$ cat config.mk
export PLATFORM = sky130hd
export DESIGN_NAME = fft_frame_loader_flat
export DESIGN_NICKNAME = d
export VERILOG_FILES = /design/src/rtl/fft_pkg.sv /design/src/rtl/fft_frame_loader_if.sv /design/src/rtl/fft_sample_ring.sv /design/src/rtl/fft_frame_loader.sv /design/src/flat_wrapper.sv
export SDC_FILE = /design/constraint.sdc
export NUM_CORES = 1
export LEC_CHECK = 0
export BUFFER_PORTS_ARGS = -buffer_cell sky130_fd_sc_hd__buf_2
export CORE_UTILIZATION = 55
export DETAILED_ROUTE_END_ITERATION = 10
export GPL_TIMING_DRIVEN = 0
export PLACE_DENSITY = 0.75
export SKIP_LAST_GASP = 1
export SYNTH_ARGS = -nofsm -noshare
export SYNTH_HDL_FRONTEND = slang
export SYNTH_HIERARCHICAL = 1
export SYNTH_SLANG_ARGS = --single-unit
$ cat constraint.sdc
create_clock -name clk -period 3 [get_ports clk]
set_input_delay 0.6 -clock clk [delete_from_list [all_inputs] [get_ports clk]]
set_output_delay 0.6 -clock clk [all_outputs]
set_load 0.02 [all_outputs]
$ cat src/rtl/fft_pkg.sv
// Shared constants and types for the fft_8 streaming front end.
package fft_pkg;

   localparam int FFT_POINTS         = 8;
   localparam int DEFAULT_DATA_WIDTH = 16;

   typedef struct packed {
      logic signed [DEFAULT_DATA_WIDTH-1:0] re;
      logic signed [DEFAULT_DATA_WIDTH-1:0] im;
   } cplx_t;

   typedef logic [1:0] loader_state_t;
   localparam loader_state_t IDLE = 2'd0;
   localparam loader_state_t RUN  = 2'd1;
   localparam loader_state_t GAP  = 2'd2;

endpackage

$ cat src/rtl/fft_frame_loader_if.sv
// Sample stream in, parallel frame out, plus the fft_8 start/done pair.
interface fft_frame_loader_if #(
   parameter int DATA_WIDTH = 16,
   parameter int DEPTH      = 16
);
   localparam int CW = $clog2(DEPTH) + 1;

   // A sample transfers on a rising clk edge where in_valid && in_ready; the
   // source must hold in_real/in_imag stable while in_valid is high and in_ready is low.
   logic                         in_valid;
   logic                         in_ready;
   logic signed [DATA_WIDTH-1:0] in_real;
   logic signed [DATA_WIDTH-1:0] in_imag;
   logic signed [DATA_WIDTH-1:0] frame_real [0:7];
   logic signed [DATA_WIDTH-1:0] frame_imag [0:7];
   logic                         start_fft;
   logic                         fft_done;
   logic [CW-1:0]                fill_level;
   logic                         err_timeout;

   modport master (
      output in_valid, in_real, in_imag, fft_done,
      input  in_ready, frame_real, frame_imag, start_fft, fill_level, err_timeout
   );

   modport slave (
      input  in_valid, in_real, in_imag, fft_done,
      output in_ready, frame_real, frame_imag, start_fft, fill_level, err_timeout
   );

endinterface

$ cat src/rtl/fft_sample_ring.sv
// Circular sample store; exposes the 8 oldest entries as a combinational window.
module fft_sample_ring
   import fft_pkg::*;
#(
   parameter int  DATA_WIDTH = DEFAULT_DATA_WIDTH,
   parameter int  DEPTH      = 16,
   localparam int AW         = $clog2(DEPTH),
   localparam int CW         = AW + 1
) (
   input  logic                         clk,
   input  logic                         rst,
   input  logic                         push,
   input  logic signed [DATA_WIDTH-1:0] wr_re,
   input  logic signed [DATA_WIDTH-1:0] wr_im,
   input  logic                         rel,
   output logic [CW-1:0]                fill_level,
   output logic signed [DATA_WIDTH-1:0] win_re [0:FFT_POINTS-1],
   output logic signed [DATA_WIDTH-1:0] win_im [0:FFT_POINTS-1]
);

   typedef struct packed {
      logic signed [DATA_WIDTH-1:0] re;
      logic signed [DATA_WIDTH-1:0] im;
   } slot_t;

   slot_t         mem [DEPTH];
   logic [AW-1:0] wr_ptr;
   logic [AW-1:0] rd_ptr;

   always_ff @(posedge clk) begin
      if (push) begin
         mem[wr_ptr] <= '{re: wr_re, im: wr_im};
      end
   end

   // Pointers are AW bits wide, so the additions wrap modulo DEPTH on their own.
   always_ff @(posedge clk) begin
      if (rst) begin
         wr_ptr     <= '0;
         rd_ptr     <= '0;
         fill_level <= '0;
      end else begin
         if (push) wr_ptr <= wr_ptr + AW'(1);
         if (rel)  rd_ptr <= rd_ptr + AW'(FFT_POINTS);
         fill_level <= fill_level + CW'(push) - (rel ? CW'(FFT_POINTS) : CW'(0));
      end
   end

   always_comb begin
      for (int i = 0; i < FFT_POINTS; i++) begin
         win_re[i] = mem[rd_ptr + AW'(i)].re;
         win_im[i] = mem[rd_ptr + AW'(i)].im;
      end
   end

endmodule

$ cat src/rtl/fft_frame_loader.sv
// Buffers streamed samples and hands 8-sample frames to fft_8 (IDLE -> RUN -> GAP).
// Build with FRAME_LOADER_TIMEOUT_EN defined to bound RUN by TIMEOUT_CYCLES.
module fft_frame_loader
   import fft_pkg::*;
#(
   parameter int  DATA_WIDTH     = DEFAULT_DATA_WIDTH,
   parameter int  DEPTH          = 16,
   parameter int  TIMEOUT_CYCLES = 64,
   localparam int CW             = $clog2(DEPTH) + 1
) (
   input  logic          clk,
   input  logic          rst,
   fft_frame_loader_if.slave bus,
   output loader_state_t state
);

   logic                         ready;
   logic                         push;
   logic                         rel;
   logic                         timeout_hit;
   logic                         start_q;
   logic [CW-1:0]                fill_level;
   logic signed [DATA_WIDTH-1:0] win_re   [0:FFT_POINTS-1];
   logic signed [DATA_WIDTH-1:0] win_im   [0:FFT_POINTS-1];
   logic signed [DATA_WIDTH-1:0] frame_re [0:FFT_POINTS-1];
   logic signed [DATA_WIDTH-1:0] frame_im [0:FFT_POINTS-1];
   loader_state_t                state_q;
   loader_state_t                state_d;

   fft_sample_ring #(
      .DATA_WIDTH (DATA_WIDTH),
      .DEPTH      (DEPTH)
   ) u_ring (
      .clk        (clk),
      .rst        (rst),
      .push       (push),
      .wr_re      (bus.in_real),
      .wr_im      (bus.in_imag),
      .rel        (rel),
      .fill_level (fill_level),
      .win_re     (win_re),
      .win_im     (win_im)
   );

   // Readiness looks only at the registered count, never at this cycle's release.
   assign ready          = (fill_level < CW'(DEPTH));
   assign push           = bus.in_valid && ready;
   assign rel            = (state_q == GAP);
   assign bus.in_ready   = ready;
   assign bus.fill_level = fill_level;
   assign bus.start_fft  = start_q;
   assign bus.frame_real = frame_re;
   assign bus.frame_imag = frame_im;
   assign state          = state_q;

   always_comb begin
      state_d = state_q;
      case (state_q)
         IDLE:    if (fill_level >= CW'(FFT_POINTS)) state_d = RUN;
         RUN:     if (bus.fft_done || timeout_hit) state_d = GAP;
         GAP:     state_d = IDLE;
         default: state_d = IDLE;
      endcase
   end

   always_ff @(posedge clk) begin
      if (rst) begin
         state_q <= IDLE;
         start_q <= 1'b0;
         for (int i = 0; i < FFT_POINTS; i++) begin
            frame_re[i] <= '0;
            frame_im[i] <= '0;
         end
      end else begin
         state_q <= state_d;
         start_q <= (state_d == RUN);
         if (state_q == IDLE && state_d == RUN) begin
            frame_re <= win_re;
            frame_im <= win_im;
         end
      end
   end

`ifdef FRAME_LOADER_TIMEOUT_EN
   localparam int TW = $clog2(TIMEOUT_CYCLES + 1);

   logic [TW-1:0] run_cnt;
   logic          err_q;

   // run_cnt holds the number of RUN cycles already completed in this frame.
   assign timeout_hit     = (state_q == RUN) && !bus.fft_done &&
                            (run_cnt == TW'(TIMEOUT_CYCLES - 1));
   assign bus.err_timeout = err_q;

   always_ff @(posedge clk) begin
      if (rst) begin
         run_cnt <= '0;
         err_q   <= 1'b0;
      end else begin
         run_cnt <= (state_q == RUN) ? run_cnt + TW'(1) : '0;
         if (timeout_hit) err_q <= 1'b1;
      end
   end
`else
   assign timeout_hit     = (TIMEOUT_CYCLES < 0);
   assign bus.err_timeout = 1'b0;
`endif

endmodule
$ cat src/flat_wrapper.sv
// flat-port wrapper written by rule: the top's interface ports become plain ports
module fft_frame_loader_flat import fft_pkg::*;
#(
   parameter int  DATA_WIDTH     = DEFAULT_DATA_WIDTH,
   parameter int  DEPTH          = 16,
   parameter int  TIMEOUT_CYCLES = 64,
   localparam int CW             = $clog2(DEPTH) + 1
)
  (clk, rst, state, bus_in_valid, bus_in_real, bus_in_imag, bus_fft_done, bus_in_ready, bus_frame_real, bus_frame_imag, bus_start_fft, bus_fill_level, bus_err_timeout);
  fft_frame_loader_if #(.DATA_WIDTH(DATA_WIDTH), .DEPTH(DEPTH)) bus_i ();
  input  logic clk;
  input  logic rst;
  output loader_state_t state;
  input wire logic [$bits(bus_i.in_valid)-1:0] bus_in_valid;
  input wire logic [$bits(bus_i.in_real)-1:0] bus_in_real;
  input wire logic [$bits(bus_i.in_imag)-1:0] bus_in_imag;
  input wire logic [$bits(bus_i.fft_done)-1:0] bus_fft_done;
  output wire logic [$bits(bus_i.in_ready)-1:0] bus_in_ready;
  output wire logic [$bits(bus_i.frame_real)-1:0] bus_frame_real;
  output wire logic [$bits(bus_i.frame_imag)-1:0] bus_frame_imag;
  output wire logic [$bits(bus_i.start_fft)-1:0] bus_start_fft;
  output wire logic [$bits(bus_i.fill_level)-1:0] bus_fill_level;
  output wire logic [$bits(bus_i.err_timeout)-1:0] bus_err_timeout;
  assign bus_i.in_valid = bus_in_valid;
  assign bus_i.in_real = bus_in_real;
  assign bus_i.in_imag = bus_in_imag;
  assign bus_i.fft_done = bus_fft_done;
  assign bus_in_ready = bus_i.in_ready;
  assign bus_frame_real = {>>{bus_i.frame_real}};
  assign bus_frame_imag = {>>{bus_i.frame_imag}};
  assign bus_start_fft = bus_i.start_fft;
  assign bus_fill_level = bus_i.fill_level;
  assign bus_err_timeout = bus_i.err_timeout;
  fft_frame_loader #(.DATA_WIDTH(DATA_WIDTH), .DEPTH(DEPTH), .TIMEOUT_CYCLES(TIMEOUT_CYCLES)) u_core (.clk(clk), .rst(rst), .bus(bus_i), .state(state));
endmodule
==> summary.md, run 1 <==
| Metric | Value |
|---|---|
| Max Fclk | `0.380 GHz` |
| Clock transition at the registers of the reported paths | `60 ps` |
| Register area | `0.0208 mm²` |
| Critical Path AT | `2870 ps` |
| Vias post-DR | `16917` |
| Post-route ant nets | `0` |
| Routed len/inst | `22.1 µm` |
| Placed cell areas | `0.0340 mm²` |
| CTS Hold Buffers Added | `0` |
| Pwr dens | `837 mW/mm²` |
| Pre-antenna DRT Iters | `5` |
| Area Overhead vs Synth | `16.1%` |
| Global-route usage over all layers | `0.243` |
| Syn nets | `2046` |
| Most frequent cells in the layout | `512 x nand2b_1, 512 x edfxtp_1, 313 x buf_2` |
| Sequential fraction of the synthesis area | `0.659` |
| Die Width | `241 µm` |
| I/O Buffers | `300` |
| Reg2reg setup slack | `370 ps` |
| CTS Root Cell | `clkbuf_16` |
| Gp weighted congestion | `0.817` |
| Post-synthesis cell type count | `31` |
| Worst endpoint required time | `3240 ps` |
| Clock latency on the worst-skew pair | `630 ps` |
| Max Slew Vio Count | `0` |
| Clk sinks | `782` |
| Worst-case reg-to-reg path depth | `4` |
| Starting density of the core | `0.558` |
| Post-route cell area | `0.0366 mm²` |
| Fill count | `3980` |
| Ports | `302` |
| TNS Setup | `0 ps` |
| Crit. End Element | `register` |
| #FFs+latches synth | `782` |
| Row count | `87` |
| Min-delay worst type | `input port to register` |
| Cell area after synthesis | `0.0315 mm²` |
| Final worst-path cycle share | `0.877` |
| Worst slew margin | `0.351` |
| Die height | `241 µm` |
| CTS H-tree lvls | `3` |
| Worst-Margin Slew | `973 ps` |
| Routed wire length | `70.6 mm` |
| Maxcap violations | `0` |
| Final hold vios | `0` |
| Largest net degree at the start of global routing | `33` |
| Fin nets | `2426` |
| Total grt overflow | `0` |
| Clock Tree Buf Depth | `3` |
| Pre-CTS setup slack | `126 ps` |
| Area of the multi-input gates | `0.00973 mm²` |
| Yosys warning count | `6` |
| Layout cells sized above 1 | `0.309` |
| Worst r2r dst | `u_core/u_ring/mem[2][22]$_DFFE_PP_` |
| Initial antenna violation count | `5` |
| Startpoint types | `register` |
| Worst Hold Depth | `2` |
| CTS tree | `yes` |
| Min Tclk post-route | `2630 ps` |
| Hpwl dp | `47.4 mm` |
| First-pass GRT wire length | `103 mm` |
| Pleak | `13.8 nW` |
| Final WS setup | `370 ps` |
| Outcome | `complete, no violations` |
| Core Area | `0.0565 mm²` |
| Count of final setup violators | `0` |
| Syn_area_per_cell | `15.8 µm²` |
| Clock Skew | `25.2 ps` |
| DR vias/cell | `5.29` |
| 1st-iter DRT viols | `1264` |
| Mapped Cells | `1999` |
| HP Start | `bus_fft_done` |
| DRC viols | `0` |
| Max VDD drop | `0.573 mV` |
| Worst reg2reg startpoint | `u_core/u_ring/fill_level[4]$_SDFF_PP0_` |
| Cts bufs inserted | `78` |
| Worst Path Class, Setup | `register to register` |
| Vias in the first global route | `17170` |
| Antenna cells | `0` |
| RSZ-0062 raised after global routing | `no` |
| Post_cts resized | `0` |
| Setup Fix Bufs, Post-CTS | `0` |
| Hold Crit Endpoint | `u_core/state[1]$_SDFF_PP0_` |
| Critical Path Fanout Max | `32` |
| Full die area | `0.0583 mm²` |
==> area by class of cell <==
type                       instances  share of cell area
sequential                       782               0.568
multi-input combinational       1092               0.266
clock buffer                     104              0.0606
timing repair buffer             300              0.0410
buffer                           118              0.0278
tap                              756              0.0258
clock inverter                    40              0.0108
inverter                           7            0.000718
==> synth_stat cells <==
| cell | instances | area share |
|---|---|---|
| edfxtp_1 | 512 | 0.49 |
| nand2b_1 | 512 | 0.10 |
| dfxtp_1 | 270 | 0.17 |
| mux2i_1 | 257 | 0.082 |
| mux2_4 | 150 | 0.071 |
| mux2_2 | 105 | 0.037 |
| clkbuf_1 | 54 | 0.0064 |
| buf_12 | 22 | 0.014 |
| buf_6 | 20 | 0.0071 |
| and2_1 | 16 | 0.0032 |
| buf_2 | 13 | 0.0021 |
| nor2_1 | 13 | 0.0015 |
| ha_1 | 11 | 0.0044 |
| buf_4 | 7 | 0.0017 |
| inv_1 | 7 | 0.00083 |
| nor2b_1 | 4 | 0.00079 |
| xnor2_1 | 4 | 0.0011 |
| nand2_1 | 3 | 0.00036 |
| xor2_1 | 3 | 0.00083 |
| buf_8 | 2 | 0.00095 |
| mux2_1 | 2 | 0.00071 |
| nor3b_1 | 2 | 0.00048 |
| o21ba_2 | 2 | 0.00063 |
| a211oi_1 | 1 | 0.00024 |
| a21oi_1 | 1 | 0.00016 |
| and3_1 | 1 | 0.00020 |
| conb_1 | 1 | 0.00012 |
| nand4_1 | 1 | 0.00020 |
| nor3_2 | 1 | 0.00032 |
| nor4bb_1 | 1 | 0.00032 |
| o21bai_1 | 1 | 0.00024 |
==> registers in the layout, summed over array words and instances (netlist names), named ones only <==
signal                    count
u_core/u_ring/wr_ptr          4
u_core/bus.start_fft          1
u_core/bus.frame_imag       128
u_core/u_ring/fill_level      5
u_core/state                  2
u_core/u_ring/mem           512
u_core/u_ring/rd_ptr          1
u_core/bus.frame_real       128
==> metrics by stage <==
| stage | cells | power, mW | utilization | hold WS, ps |
|---|---|---|---|---|
| final | 3199 | 30.6 | 0.648 | 234 |
| after global routing | 3199 | 31.9 | 0.648 | 218 |
| after CTS | 3199 | 30.9 | 0.648 | 204 |
| after detailed placement | 3055 | 21.2 | 0.602 | 458 |
| after global placement | 3055 | 21.0 | 0.601 | 456 |
| after floorplan | 1999 | 18.9 | - | 533 |
==> report_power, final <==
part	internal (mW)	switching, mW	total (mW)	leakage (nW)
registers	12.7	0.679	13.4	6.83
logic	3.26	4.23	7.48	5.71
clock network	5.68	4.06	9.74	1.26
total	21.7	8.97	30.6	13.8
==> kinds of logic (layout without fill, tap and decap cells) <==
family	after synthesis	count (layout)	synth area share
other	1	1	0.000119
multiplexers	514	514	0.191
AO/OA/AOI/OAI	5	5	0.00127
AND/OR/NAND/NOR	554	554	0.109
adder cells (fa/ha/maj)	11	11	0.00437
flip-flops	782	782	0.659
buffers and inverters	125	569	0.0331
XOR/XNOR	7	7	0.00194
==> worst max path at each step <==
stage                                            from                                 end  slack (ps)
2_1_floorplan                            bus_in_valid   u_core/u_ring/mem[0][0]$_DFFE_PP_         560
3_3_place_gp                             bus_in_valid  u_core/u_ring/mem[2][24]$_DFFE_PP_        -400
3_5_place_dp                             bus_in_valid  u_core/u_ring/mem[2][24]$_DFFE_PP_         130
4_1_cts        u_core/u_ring/fill_level[4]$_SDFF_PP0_  u_core/u_ring/mem[2][24]$_DFFE_PP_         430
5_1_grt        u_core/u_ring/fill_level[4]$_SDFF_PP0_  u_core/u_ring/mem[2][22]$_DFFE_PP_         220
6_report       u_core/u_ring/fill_level[4]$_SDFF_PP0_  u_core/u_ring/mem[2][22]$_DFFE_PP_         370
==> critical path: stages (launching register included) <==
cell     delay (ps)
dfxtp_1         360
nor2b_1         340
buf_2           270
nor3b_1         400
and2_2          860
==> layer usage <==
layer	part of all wire	up-vias	track usage
li1	-	7825	-
met1	0.42	8489	0.312
met2	0.49	498	0.408
met3	0.069	97	0.0548
met4	0.025	8	0.0819
met5	0.00071	-	0
Power figures use the tool's default switching activity.
==> run 2, diff against run 1 <==
--- a/config.mk
+++ b/config.mk
@@ -6,10 +6,9 @@
 export NUM_CORES = 1
 export LEC_CHECK = 0
 export BUFFER_PORTS_ARGS = -buffer_cell sky130_fd_sc_hd__buf_2
-export CORE_UTILIZATION = 55
+export CORE_UTILIZATION = 35
 export DETAILED_ROUTE_END_ITERATION = 10
 export GPL_TIMING_DRIVEN = 0
-export PLACE_DENSITY = 0.75
 export SKIP_LAST_GASP = 1
 export SYNTH_ARGS = -nofsm -noshare
 export SYNTH_HDL_FRONTEND = slang
==> constraint.sdc (replaced) <==
create_clock -name clk -period 2.4 [get_ports clk]
set_input_delay 0.48 -clock clk [delete_from_list [all_inputs] [get_ports clk]]
set_output_delay 0.48 -clock clk [all_outputs]
set_load 0.02 [all_outputs]
==> run 2 against run 1 <==
Against the previous run: the run now ends with setup timing left; routed wire length up 13%; sequential cell count stayed put; clock power up 36%; utilization down 23 points; highest routed layer unchanged.
==> summary.md, run 2 (synthesized netlist as in run 1, its figures left out) <==
| Metric | Value |
|---|---|
| Outcome | `finished with violations` |
| Failing checks | `setup timing` |
| DR vias/cell | `4.63 (-12%)` |
| Max VDD drop | `0.723 mV (+26%)` |
| Area of the multi-input gates | `0.00975 mm² (+0.21%)` |
| Fill count | `7991 (+100%)` |
| Clock latency on the worst-skew pair | `640 ps (about the same)` |
| Largest register FFs | `512 (unchanged)` |
| Row count | `109 (+25%)` |
| I/O Buffers | `300 (unchanged)` |
| Critical Path AT | `2720 ps (-150 ps)` |
| Vias post-DR | `16797 (-0.71%)` |
| Max Slew Vio Count | `0 (unchanged)` |
| 1st-iter DRT viols | `876 (-31%)` |
| Global-route usage over all layers | `0.174 (-0.0693)` |
| CTS Root Cell | `clkbuf_16` |
| Finished Layout Cells | `3630 (+13%)` |
| Clk sinks | `782 (unchanged)` |
| Starting density of the core | `0.355 (-0.203)` |
| Worst-case reg-to-reg path depth | `5 (+1)` |
| Cts bufs inserted | `85 (+9.0%)` |
| Cell total after placement | `3470 (+14%)` |
| Most frequent cells in the layout | `512 x nand2b_1, 512 x edfxtp_1, 313 x buf_2` |
| CTS H-tree lvls | `3 (unchanged)` |
| Worst-Margin Slew | `852 ps (-121 ps)` |
| Min Tclk post-route | `2470 ps (-157 ps)` |
| Core Area | `0.0888 mm² (+57%)` |
| Area Overhead vs Synth | `19.0%` |
| Initial antenna violation count | `4 (-1)` |
| Final worst-path cycle share | `1.03 (+0.154)` |
| Pre-antenna DRT Iters | `6 (+1)` |
| Die height | `302 µm (+25%)` |
| Final WS setup | `-73.3 ps (-443 ps)` |
| Register area | `0.0208 mm² (unchanged)` |
| Pwr dens | `1050 mW/mm² (+26%)` |
| Die Width | `302 µm (+25%)` |
| Maxcap violations | `0 (unchanged)` |
| Antenna cells | `0 (unchanged)` |
| Full die area | `0.0913 mm² (+57%)` |
| Hpwl dp | `54.4 mm (+15%)` |
| Final hold vios | `0 (unchanged)` |
| Largest net degree at the start of global routing | `33 (unchanged)` |
| Max Fclk | `0.404 GHz (+6.4%)` |
| Biggest register | `u_core/u_ring/mem` |
| Crit. End Element | `register` |
| Vias in the first global route | `17571 (+2.3%)` |
| Count of final setup violators | `64 (+64)` |
| First-pass GRT wire length | `115 mm (+11%)` |
| Total grt overflow | `0 (unchanged)` |
| Post-route ant nets | `0 (unchanged)` |
| TNS Setup | `-2870 ps (-2870 ps)` |
| CTS tree | `yes` |
| Worst Hold Depth | `2 (unchanged)` |
| Pre-CTS setup slack | `-403 ps (-530 ps)` |
| Routed wire length | `80.1 mm (+13%)` |
| Worst Path Class, Setup | `register to register` |
| Clock Tree Buf Depth | `3 (unchanged)` |
| Worst endpoint required time | `2650 ps (-590 ps)` |
| Worst slew margin | `0.432 (+0.0805)` |
| Min-delay worst type | `input port to register` |
| Gp weighted congestion | `0.791 (-3.3%)` |
| Ports | `302 (unchanged)` |
| DRC viols | `0 (unchanged)` |
| Routed len/inst | `22.1 µm (about the same)` |
| Layout cells sized above 1 | `0.314 (+0.00536)` |
| Pleak | `14.0 nW (+1.5%)` |
| Clock Skew | `28.3 ps (+3.09 ps)` |
| RSZ-0062 raised after global routing | `yes` |
| Critical Path Fanout Max | `32 (unchanged)` |
| Placed cell areas | `0.0347 mm² (+1.9%)` |
| Post-route cell area | `0.0375 mm² (+2.5%)` |
| CTS Hold Buffers Added | `0 (unchanged)` |
| Fin nets | `2439 (+0.54%)` |
| Clock transition at the registers of the reported paths | `60 ps (about the same)` |
| Startpoint types | `register` |
run 2: repair_timing:
item | 4_1_cts | 5_1_grt
resized for setup | 6 | 7
endpoints found under the setup margin | 209 | 290
setup buffers | 0 | 0
run 2: worst max-delay path, stage by stage (launching register included):
cell	delay, ps
dfxtp_1	340
nor2b_1	390
buf_2	290
nand2_1	80
nor2_1	200
and2_2	740
run 2: final cells by class:
cell class | count | share of cell area
sequential | 782 | 0.554
multi-input combinational | 1092 | 0.260
clock buffer | 112 | 0.0613
timing repair buffer | 306 | 0.0440
tap | 1165 | 0.0388
buffer | 118 | 0.0271
clock inverter | 48 | 0.0147
inverter | 7 | 0.000700
run 2: path summary, 6_finish.rpt:
path                                                                to  slack [ps]                                   start
worst min-delay path                        u_core/state[1]$_SDFF_PP0_         130                            bus_fft_done
worst max-delay path                u_core/u_ring/mem[6][13]$_DFFE_PP_         -70  u_core/u_ring/fill_level[4]$_SDFF_PP0_
worst min register to register  u_core/bus.frame_real[26]$_SDFFE_PP0P_         470  u_core/bus.frame_real[26]$_SDFFE_PP0P_
worst max register to register      u_core/u_ring/mem[6][13]$_DFFE_PP_         -70  u_core/u_ring/fill_level[4]$_SDFF_PP0_
run 2: stage by stage:
stage,hold slack (ps),utilization,total power [mW]
after global placement,457,0.388,26.6
after floorplan,533,-,23.6
final,132,0.423,39.6
after detailed placement,459,0.390,26.8
after global routing,86.5,0.423,41.3
after CTS,83.5,0.423,40.1
run 2: metal layers:
layer / routed length [µm] / share of wire / vias to the layer above / GRT usage
met5: 27 / 0.00034 / - / 0
met1: 34700 / 0.43 / 8398 / 0.224
li1: - / - / 7853 / -
met4: 1490 / 0.019 / 4 / 0.0423
met2: 38900 / 0.49 / 446 / 0.293
met3: 4990 / 0.062 / 96 / 0.0430
run 2: where the power goes:
| part | internal (mW) | total (mW) | switching, mW |
|---|---|---|---|
| combinational | 4.09 | 9.66 | 5.57 |
| sequential | 15.9 | 16.7 | 0.787 |
| clock | 7.88 | 13.2 | 5.35 |
